### src/rtl/regfile_write_decoder.sv
// Register-file write decoder: binary address -> registered one-hot enable (1 cycle), plus a pending-write scoreboard that stalls via issue_ready.
// Optional checker under REGFILE_WRDEC_CHECK_EN drives a sticky err for bad retires and stall timeouts.
module regfile_write_decoder #(
  parameter int ADDR_W   = 5,
  parameter int ZERO_REG = 31,
  parameter int CNT_W    = ADDR_W + 1,
  localparam int NUM_REGS = 2 ** ADDR_W
) (
  input  logic                clk,
  input  logic                reset,
  input  logic                wr_en,
  input  logic [ADDR_W-1:0]   wr_addr,
  output logic                issue_ready,
  input  logic                retire_en,
  input  logic [ADDR_W-1:0]   retire_addr,
  output logic [NUM_REGS-1:0] wr_onehot,
  output logic                wr_valid,
  output logic [NUM_REGS-1:0] busy,
  output logic [CNT_W-1:0]    busy_cnt,
  output logic                err
);

  // ZERO_REG == NUM_REGS (or larger) means there is no hardwired-zero register.
  localparam bit                ZERO_EN   = (ZERO_REG < NUM_REGS);
  localparam logic [ADDR_W-1:0] ZERO_ADDR = ADDR_W'(ZERO_REG);

  logic [NUM_REGS-1:0] r_onehot;
  logic                r_valid;
  logic [NUM_REGS-1:0] r_busy;
  logic [CNT_W-1:0]    r_busy_cnt;

  logic                w_wr_zero;
  logic                w_rt_zero;
  logic                w_bypass;
  logic                w_ready;
  logic                w_accept;
  logic                w_set;
  logic                w_clr;
  logic                w_inc;
  logic                w_dec;
  logic [NUM_REGS-1:0] w_set_vec;
  logic [NUM_REGS-1:0] w_clr_vec;
  logic [NUM_REGS-1:0] w_busy_nxt;
  logic [CNT_W-1:0]    w_cnt_nxt;

  always_comb begin
    w_wr_zero = ZERO_EN && (wr_addr == ZERO_ADDR);
    w_rt_zero = ZERO_EN && (retire_addr == ZERO_ADDR);
    w_bypass  = retire_en && (retire_addr == wr_addr);
    w_ready   = w_wr_zero || !r_busy[wr_addr] || w_bypass;
    w_accept  = wr_en && w_ready;
    w_set     = w_accept && !w_wr_zero;
    w_clr     = retire_en && !w_rt_zero;

    w_set_vec = '0;
    if (w_set) w_set_vec[wr_addr] = 1'b1;
    w_clr_vec = '0;
    if (w_clr) w_clr_vec[retire_addr] = 1'b1;

    // Set wins over a same-register retire, so the bit simply stays high.
    w_busy_nxt = (r_busy & ~w_clr_vec) | w_set_vec;

    w_inc     = w_set && !r_busy[wr_addr];
    w_dec     = w_clr && r_busy[retire_addr] && !(w_set && (retire_addr == wr_addr));
    w_cnt_nxt = r_busy_cnt + CNT_W'(w_inc) - CNT_W'(w_dec);
  end

  always_ff @(posedge clk or posedge reset) begin
    if (reset) begin
      r_onehot   <= '0;
      r_valid    <= 1'b0;
      r_busy     <= '0;
      r_busy_cnt <= '0;
    end else begin
      r_onehot   <= w_set_vec;
      r_valid    <= w_set;
      r_busy     <= w_busy_nxt;
      r_busy_cnt <= w_cnt_nxt;
    end
  end

  assign issue_ready = w_ready;
  assign wr_onehot   = r_onehot;
  assign wr_valid    = r_valid;
  assign busy        = r_busy;
  assign busy_cnt    = r_busy_cnt;

`ifdef REGFILE_WRDEC_CHECK_EN
  logic             r_err;
  logic [CNT_W-1:0] r_stall_cnt;
  logic             r_stall_sat;
  logic             w_stall;
  logic             w_bad_retire;

  assign w_stall      = wr_en && !w_ready;
  assign w_bad_retire = w_clr && !r_busy[retire_addr];

  // r_stall_sat marks that 2**CNT_W stall cycles have elapsed; one more is a timeout.
  always_ff @(posedge clk or posedge reset) begin
    if (reset) begin
      r_err       <= 1'b0;
      r_stall_cnt <= '0;
      r_stall_sat <= 1'b0;
    end else begin
      if (w_stall) begin
        r_stall_cnt <= r_stall_cnt + CNT_W'(1);
        if (&r_stall_cnt) r_stall_sat <= 1'b1;
      end else begin
        r_stall_cnt <= '0;
        r_stall_sat <= 1'b0;
      end
      if (w_bad_retire || (w_stall && r_stall_sat)) r_err <= 1'b1;
    end
  end

  assign err = r_err;
`else
  assign err = 1'b0;
`endif

endmodule

### config.mk
export PLATFORM = sky130hd
export DESIGN_NAME = regfile_write_decoder
export DESIGN_NICKNAME = d
export VERILOG_FILES = /design/src/rtl/regfile_write_decoder.sv
export SDC_FILE = /design/constraint.sdc
export NUM_CORES = 1
export LEC_CHECK = 0
export BUFFER_PORTS_ARGS = -buffer_cell sky130_fd_sc_hd__buf_2
export CAP_MARGIN = 15
export CORE_ASPECT_RATIO = 2
export CORE_MARGIN = 2
export CORE_UTILIZATION = 31
export DETAILED_ROUTE_END_ITERATION = 6
export PLACE_DENSITY = 0.57
export SLEW_MARGIN = 20
export SYNTH_ARGS = -nofsm -noshare
export SYNTH_HDL_FRONTEND = slang
export SYNTH_SLANG_ARGS = --single-unit
### constraint.sdc
create_clock -name clk -period 2.89 [get_ports clk]
set_clock_uncertainty 0.2 [all_clocks]
set_input_delay 0.578 -clock clk [delete_from_list [all_inputs] [get_ports clk]]
set_output_delay 0.578 -clock clk [all_outputs]
set_load 0.05 [all_outputs]
After elaboration in Yosys (flattened, before gate mapping)
Cells that the tools add are included.
Widths: inputs -> output; s select.

cells by class
  div/mod/pow operators = 0
  order comparisons = 4
  shift-type cells = 0
  multiplexer cells = 10
  add/subtract/negate cells = 2
  bitwise gates (word level) = 3
  $mul = 0
  equal/unequal tests = 3
  reductions and logical operators = 16

operators with widths
  operator            count
  $mux 32             2
  $and 32x32->32      1
  $not 32->32         1
  $or 32x32->32       1
  $lt 5x6->1 const B  2
  $bmux 1 s5          2
  $demux 1 s5         2
  $eq 5x5->1 const B  2
  $ge 5x1->1 const B  2
  $logic_and 1x1->1   10
  $add 6x1->6         1
  $sub 6x1->6         1
  $eq 5x5->1          1
  $logic_not 1->1     4
  $mux 1              4
  $logic_or 1x1->1    2

storage, ports and cells
  output and inout bits = 73
  memories kept = 0
  memory bits (read-only) = 0
  word-level logic and storage cells = 42
  bits in latches = 0
  bits of input ports = 14
  bits in writable memories = 0
  register bits after elaboration = 71

Logic depth before layout (Yosys ltp)
Gate-level depths: netlist of the first run.

  word-level depth = 11
  gate-level depth with buffers = 15
  depth with buffers taken out = 13

Least setup slack after synthesis of the first run
Ideal clock, no wire load.

  path type = input-to-reg
  start point = input port retire_addr[1]
  end point = register r_busy_cnt[4], in the netlist busy_cnt[4]
  buffers on the path = 2
  required time = 2.610 ns
  library setup time = 0.080 ns
  arrival = 3.288 ns
  stages on the path = 15
  setup slack = -0.678 ns
  path through = clkbuf_1 buf_2 mux2i_1 o22ai_1 or4_1 nor3_1 nor3_1 ha_1 inv_1 ha_1 fa_1 a21oi_1 nor2_1 nor2_1 xnor2_1

on the way
  longest elaborated chain between the ends = 9
  elaborated cells between the ends (all ways) = 17
  those cells by class = 2 x add/sub; 2 x eq/ne; 2 x mux; 11 x reduce/logical

RTL lines
  item                                                 RTL line  RTL
  from (decl)                                          15        input logic [ADDR_W-1:0] retire_addr,
  branches (longest 8 deep; another with $add 6x1->6)  -
  $sub 6x1->6 *                                        65        w_cnt_nxt = r_busy_cnt + CNT_W'(w_inc) - CNT_W'(w_dec);
  via w_cnt_nxt[4]                                     44        logic [CNT_W-1:0] w_cnt_nxt;
  to (signal assigned)                                 78        r_busy_cnt <= w_cnt_nxt;
  to (decl)                                            30        logic [CNT_W-1:0] r_busy_cnt;

Mark *: on every way through the listed nets, which the timed path passes. The select of a mux whose other input is x is not followed.

Final worst setup path of the first run
  start point = input port wr_addr[2]
  end point = register r_busy_cnt[4], in the netlist busy_cnt[4]

on the way
  longest elaborated chain between the ends = 11
  elaborated cells between the ends (all ways) = 17
  those cells by class = 2 x add/sub; 2 x eq/ne; 2 x mux; 11 x reduce/logical

RTL lines
  item                                                  RTL line  RTL
  from (decl)                                           12        input logic [ADDR_W-1:0] wr_addr,
  branches (longest 10 deep; another with $add 6x1->6)  -
  $sub 6x1->6 *                                         65
  via w_cnt_nxt[4]                                      44

Marks and branches as above.

==> reports/qor.txt, run 1 <==
Number of max-cap violations -> 0
Ys Warns -> 0
Cells after Synth -> 378
IO Pins -> 87
Worst reg2reg path startpoint -> busy[0]
Commonest cells post-synth -> dfrtp_1 (71), o21ai_0 (36), mux2i_1 (32)
WHS -> 0.0202 ns
Total die area -> 0.0142 mm^2
Critical-path maximum fanout -> 9
Ratio of cells with drive above 1 in the final layout -> 0.512
HPWL after detailed placement -> 11.1 mm
Yosys reg bits -> 71
Clock Sinks -> 71
DR vias -> 3,793
Synth top area cells -> dfrtp_1 (43%), o311ai_2 (9.5%), mux2i_1 (7.8%), o21ai_0 (4.4%), a21boi_2 (2.7%)
Grt total ovfl -> 0
Port buffer count -> 85
Core Region -> 0.0130 mm^2
PnR worst setup slack -> -0.186 ns
Ant diodes -> 0
Later-pin clock latency in the skew report -> 0.35 ns
Final Wtd Congestion -> 0.959
Final net count -> 563
Die H -> 167 um
Tot GR Track Use -> 0.212
Maximum clock frequency -> 325 MHz
Fin util -> 0.450
Routed Antenna Nets -> 0
Area delta synth->final -> 42.4%
Layout Cells excl Fill -> 699
Post-synth EDFFs -> 0
Seq/Total Area, Yosys -> 0.433
Max Transition Viols Final -> 0
Unrepaired setup endpoints after global routing -> yes
Crit end category -> flop
Clock buffer depth -> 2
Type of origin of the critical path -> input port
Reg clk slew, reported paths -> 0.06 ns
First-pass GRT wire length -> 22.6 mm
Setup TNS Final -> -0.508 ns
DRC Markers -> 0
Leakage -> 0.00267 uW
Pin count of the biggest net entering global routing -> 55
Hold Violations, Final -> 0
Initial antenna violation count -> 0
Min cycle time layout -> 3.08 ns
Area fraction of the dominant cell type after synthesis -> 0.433
Most used DFF post-synth -> dfrtp_1
Slew margin rel. -> 0.609
TritonRoute pass-1 iters -> 4
1st-iter DRT viols -> 172
Tcrit/Tclk final -> 1.06
Cell Area, Synth -> 0.00411 mm^2
CTS Buf Count -> 9
Worst setup startpoint -> wr_addr[2]
Initial Util -> 0.316
Vias in the first global route -> 4,078
Leading area contributor after synthesis -> dfrtp_1
Post-DR vias/cell -> 5.43
WL final -> 14.5 mm
Violated checks -> negative setup slack
Synth cell types -> 48
Critical path arrival -> 3.14 ns
Min-delay worst type -> input port to async pin
P per Cell Area -> 794 mW/mm^2
Status -> finished with violations
Clock tree from TritonCTS -> done
Max VDD drop -> 628 uV
Rows -> 59
Placed cells -> 673
Kind of critical path -> input port to flop
Post-synth ARST share -> 1.00
H-tree Lvls -> 3
Syn Area/Cell -> 10.9 um^2
Root Driver -> clkbuf_16
Routed wire length per instance -> 20.8 um
Setup Viol. Count Final -> 4
Worst-margin pin slew -> 0.581 ns
Die Width -> 85.4 um
Worst reg-to-reg path cell count -> 13
CP required -> 2.95 ns
Most frequent cell after synthesis -> dfrtp_1
Power, Total -> 4640 uW
## critical path, cell delays in order
cell      delay (ns)
clkbuf_4        0.17
or3b_4          0.30
o21ai_2         0.08
nor4_4          0.32
o221ai_2        0.15
or2_1           0.28
ha_4            0.28
inv_2           0.04
ha_4            0.15
fa_2            0.35
a21oi_2         0.15
nor2_1          0.05
nor2_1          0.11
xnor2_1         0.13
## what timing repair did
item / CTS / global route
cloned: 0 / 1
hold buffers: 0 / 0
resized for setup: 31 / 17
endpoints found under the setup margin: 6 / 6
buffers inserted: 6 / 4
pin swaps: 11 / 11
## cell usage in the layout, fill, tap and decap left out, types with 3 or more instances in the layout
cell type / instances
a21boi_2: 10
nand3b_1: 8
nor3_2: 4
a211oi_1: 9
xor2_1: 6
ha_4: 3
or3_1: 11
nand2_1: 18
a21oi_2: 3
a21boi_0: 4
dfrtp_1: 70
buf_2: 80
or3b_4: 4
buf_12: 4
clkbuf_16: 10
inv_1: 9
o22ai_1: 6
buf_6: 3
ha_1: 3
o21ai_0: 33
xnor2_1: 3
buf_4: 95
nand3_1: 6
mux2i_2: 4
a21oi_1: 8
o21ai_1: 4
nand2b_1: 8
nor2_1: 25
mux2i_1: 26
o311ai_2: 24
## state kept, by name, summed over array words and instances (netlist names)
signal     count
busy          32
busy_cnt       6
wr_onehot     32
wr_valid       1
## final timing paths
path | to | slack (ns)
worst max-delay path | busy_cnt[4] | -0.19
worst min-delay path | wr_onehot[12] | 0.02
worst max register to register | busy_cnt[4] | -0.18
worst min register to register | busy[31] | 0.36
max in group asynchronous | busy[0] | 1.82
min in group clk | busy[31] | 0.36
## per-layer routing
layer / vias to the layer above / global-route usage / wire, um
met5: - / 0 / 0
met4: 0 / 0.154 / 1100
met3: 59 / 0.0372 / 577
met2: 150 / 0.388 / 8060
met1: 1864 / 0.205 / 4800
li1: 1720 / - / -
## report_power, final
part           internal [uW]  switching [uW]  leakage [uW]
logic                    822            1350       0.00160
clock network            696             450      0.000149
registers               1170             157      0.000927
total                   2690            1960       0.00267
## cell type report
| class | instances | area (um^2) |
|---|---|---|
| Clock buffer | 10 | 239 |
| Clock inverter | 6 | 68.8 |
| Fill cell | 1254 | 7150 |
| Inverter | 12 | 47.5 |
| Multi-Input combinational cell | 263 | 2250 |
| Sequential cell | 71 | 1780 |
| Tap cell | 152 | 190 |
| Timing Repair Buffer | 185 | 1270 |
## stage by stage
stage | cell area (um^2) | setup slack, ns
after floorplan | 4180 | -0.399
after CTS | 5730 | -0.180
after global placement | 5260 | -0.794
after detailed placement | 5260 | -0.824
final | 5850 | -0.186
after global routing | 5850 | -0.282
## cell families after synthesis
| group | share of synthesized area |
|---|---|
| adders and majority gates | 0.0232 |
| and+or+nand+nor | 0.136 |
| xor gates and xnor gates | 0.0213 |
| muxes | 0.0780 |
| other | 0.000913 |
| buffers and inverters | 0.0655 |
| DFF | 0.433 |
| AOI/OAI and AO/OA | 0.243 |
Power figures use the tool's default switching activity.
==> run 2: changes to the inputs <==
CORE_ASPECT_RATIO = 1.2   (was 2)
==> reports/qor.txt, run 2 (synthesis results as in run 1) <==
Slew margin rel. -> 0.634 (+0.0249)
1st-iter DRT viols -> 197 (+15%)
TritonRoute pass-1 iters -> 4 (unchanged)
Crit end category -> flop
Max VDD drop -> 562 uV (-11%)
Post-DR vias/cell -> 5.11 (-5.8%)
DRC Markers -> 0 (unchanged)
Unrepaired setup endpoints after global routing -> yes
Routed wire length per instance -> 18.5 um (-11%)
Core Region -> 0.0131 mm^2 (+0.56%)
CTS Buf Count -> 9 (unchanged)
First-pass GRT wire length -> 20.4 mm (-9.5%)
Grt total ovfl -> 0 (unchanged)
Maximum clock frequency -> 334 MHz (+2.7%)
WL final -> 13.2 mm (-9.0%)
Worst-path cell chain -> buf_12, buf_6, mux2i_2, o22ai_2, nor3_4, o221ai_2, or2_1, ha_1, inv_1, ha_2, fa_2, a21oi_2, nor2_1, nor2_1, xnor2_1
Tot GR Track Use -> 0.195 (-0.0169)
Area delta synth->final -> 40.9%
Filler cells -> 1,235 (-1.5%)
Min-delay worst type -> flop to flop
Number of max-cap violations -> 0 (unchanged)
Later-pin clock latency in the skew report -> 0.34 ns (about the same)
Setup Viol. Count Final -> 2 (-2)
Combinational Power Share -> 0.451 (-0.017)
Pre-CTS setup slack -> -0.675 ns (+0.149 ns)
Hold Violations, Final -> 0 (unchanged)
Largest stage delay, worst path -> 0.36 ns (about the same)
Die Width -> 109 um (+28%)
Switch Pwr -> 1850 uW (-5.7%)
Hold depth -> 1
Vias in the first global route -> 3,754 (-7.9%)
Clock Sinks -> 71 (unchanged)
Violated checks -> negative setup slack
Pin count of the biggest net entering global routing -> 36 (-35%)
P per Cell Area -> 767 mW/mm^2 (-3.5%)
Worst reg2reg endpoint -> busy_cnt[4]
Worst-margin pin slew -> 0.548 ns (-0.0328 ns)
Most frequent cells in the layout -> buf_4 (99), buf_2 (79), dfrtp_1 (71), o21ai_0 (34), mux2i_1 (26)
Reg2Reg Setup Slack -> -0.09 ns (+0.09 ns)
Finished Cell Area -> 0.00578 mm^2 (-1.1%)
Sw Share -> 0.416 (-0.00542)
Power share of the clock group -> 0.252 (+0.005)
Reg clk slew, reported paths -> 0.06 ns (about the same)
Type of origin of the critical path -> input port
Ant diodes -> 0 (unchanged)
Routed Antenna Nets -> 0 (unchanged)
Root Driver -> clkbuf_16
Most common cell after layout, fill and taps aside -> buf_4
Final Wtd Congestion -> 0.936 (-2.4%)
Initial antenna violation count -> 0 (unchanged)
Final net count -> 563 (unchanged)
WHS Endpoint -> busy[31]
Die H -> 130 um (-22%)
Critical path arrival -> 3.06 ns (-0.08 ns)
IO Pins -> 87 (unchanged)
Post-DP Area -> 0.00527 mm^2 (+0.12%)
Max Transition Viols Final -> 0 (unchanged)
Status -> finished with violations
CP max stage cell -> fa_2
Worst reg2reg path startpoint -> busy[28]
Most frequent cell on the critical path -> nor2_1
Internal power -> 2590 uW (-3.6%)
Tcrit/Tclk final -> 1.04 (-0.0275)
Leakage -> 0.00265 uW (-0.95%)
PnR worst setup slack -> -0.106 ns (+0.0796 ns)
Port buffer count -> 85 (unchanged)
Critical-path maximum fanout -> 9 (unchanged)
Clock tree from TritonCTS -> done
Ratio of cells with drive above 1 in the final layout -> 0.506 (-0.00548)
Setup TNS Final -> -0.146 ns (+0.363 ns)
Sequential power share -> 0.297 (+0.012)
Worst reg-to-reg path cell count -> 13 (unchanged)
CP required -> 2.95 ns (about the same)
Min cycle time layout -> 3.00 ns (-0.0796 ns)
Kind of critical path -> input port to flop
Total die area -> 0.0142 mm^2 (-0.36%)
Initial Util -> 0.314 (-0.00176)
H-tree Lvls -> 3 (unchanged)
Min-Delay Startpoint -> busy[31]
HPWL after detailed placement -> 9.78 mm (-12%)
Rows -> 46 (-22%)
Clock buffer depth -> 2 (unchanged)
DR vias -> 3,654 (-3.7%)
==> run 2: worst max-delay path: cells and delay by family <==
kind	cells	cell delay, ns
buffers and inverters	3	0.28
and+or+nand+nor	4	0.62
AOI/OAI and AO/OA	3	0.43
xor gates and xnor gates	1	0.12
adders and majority gates	3	0.82
muxes	1	0.22
==> run 2: how the worst max path moves through the flow <==
stage	from	end	slack, ns	depth (start not counted)
after floorplan	wr_addr[0]	busy_cnt[4]	-0.40	14
after global placement	retire_addr[1]	busy_cnt[4]	-0.64	15
after detailed placement	wr_addr[0]	busy_cnt[5]	-0.68	15
after CTS	retire_addr[3]	busy_cnt[4]	-0.14	15
after global routing	busy[28]	busy_cnt[4]	-0.25	13
final	wr_addr[0]	busy_cnt[4]	-0.11	15
==> run 2: per-layer routing <==
layer / wire length [um] / vias up / global-route usage
met2: 6670 / 109 / 0.331
met5: 0 / - / 0
met1: 5390 / 1802 / 0.232
li1: - / 1711 / -
met3: 670 / 32 / 0.0430
met4: 494 / 0 / 0.0980
==> run 2: per-stage QoR <==
step / instances / utilization / total power (uW) / hold slack (ns)
after floorplan: 379 / - / 2640 / 0.561
after global placement: 690 / 0.403 / 3210 / 0.244
after detailed placement: 690 / 0.403 / 3250 / 0.246
after CTS: 712 / 0.436 / 4410 / 0.339
after global routing: 715 / 0.443 / 4660 / 0.362
final: 715 / 0.443 / 4440 / 0.333
==> run 2: power groups by stage <==
stage | combinational, uW | sequential, uW | clock (uW)
6_report | 2000 | 1320 | 1120
5_1_grt | 2140 | 1330 | 1180
4_1_cts | 1970 | 1310 | 1130
3_5_place_dp | 1920 | 1330 | 0
3_3_place_gp | 1880 | 1330 | 0
2_1_floorplan | 752 | 1890 | 0
==> run 2: final cells by class <==
class | instances | area (um^2) | area share
clock inverter | 6 | 60.1 | 0.0104
timing repair buffer | 185 | 1250 | 0.215
sequential | 71 | 1780 | 0.307
tap | 168 | 210 | 0.0363
multi-input combinational | 263 | 2210 | 0.382
clock buffer | 10 | 239 | 0.0413
inverter | 12 | 45.0 | 0.00779
==> run 2: repair_timing <==
action	CTS	global route
setup buffers	5	3
endpoints found under the setup margin	6	5
hold buffers	1	0
gates resized for setup	26	15
endpoints found under the hold margin	3	0
pin swaps	6	14
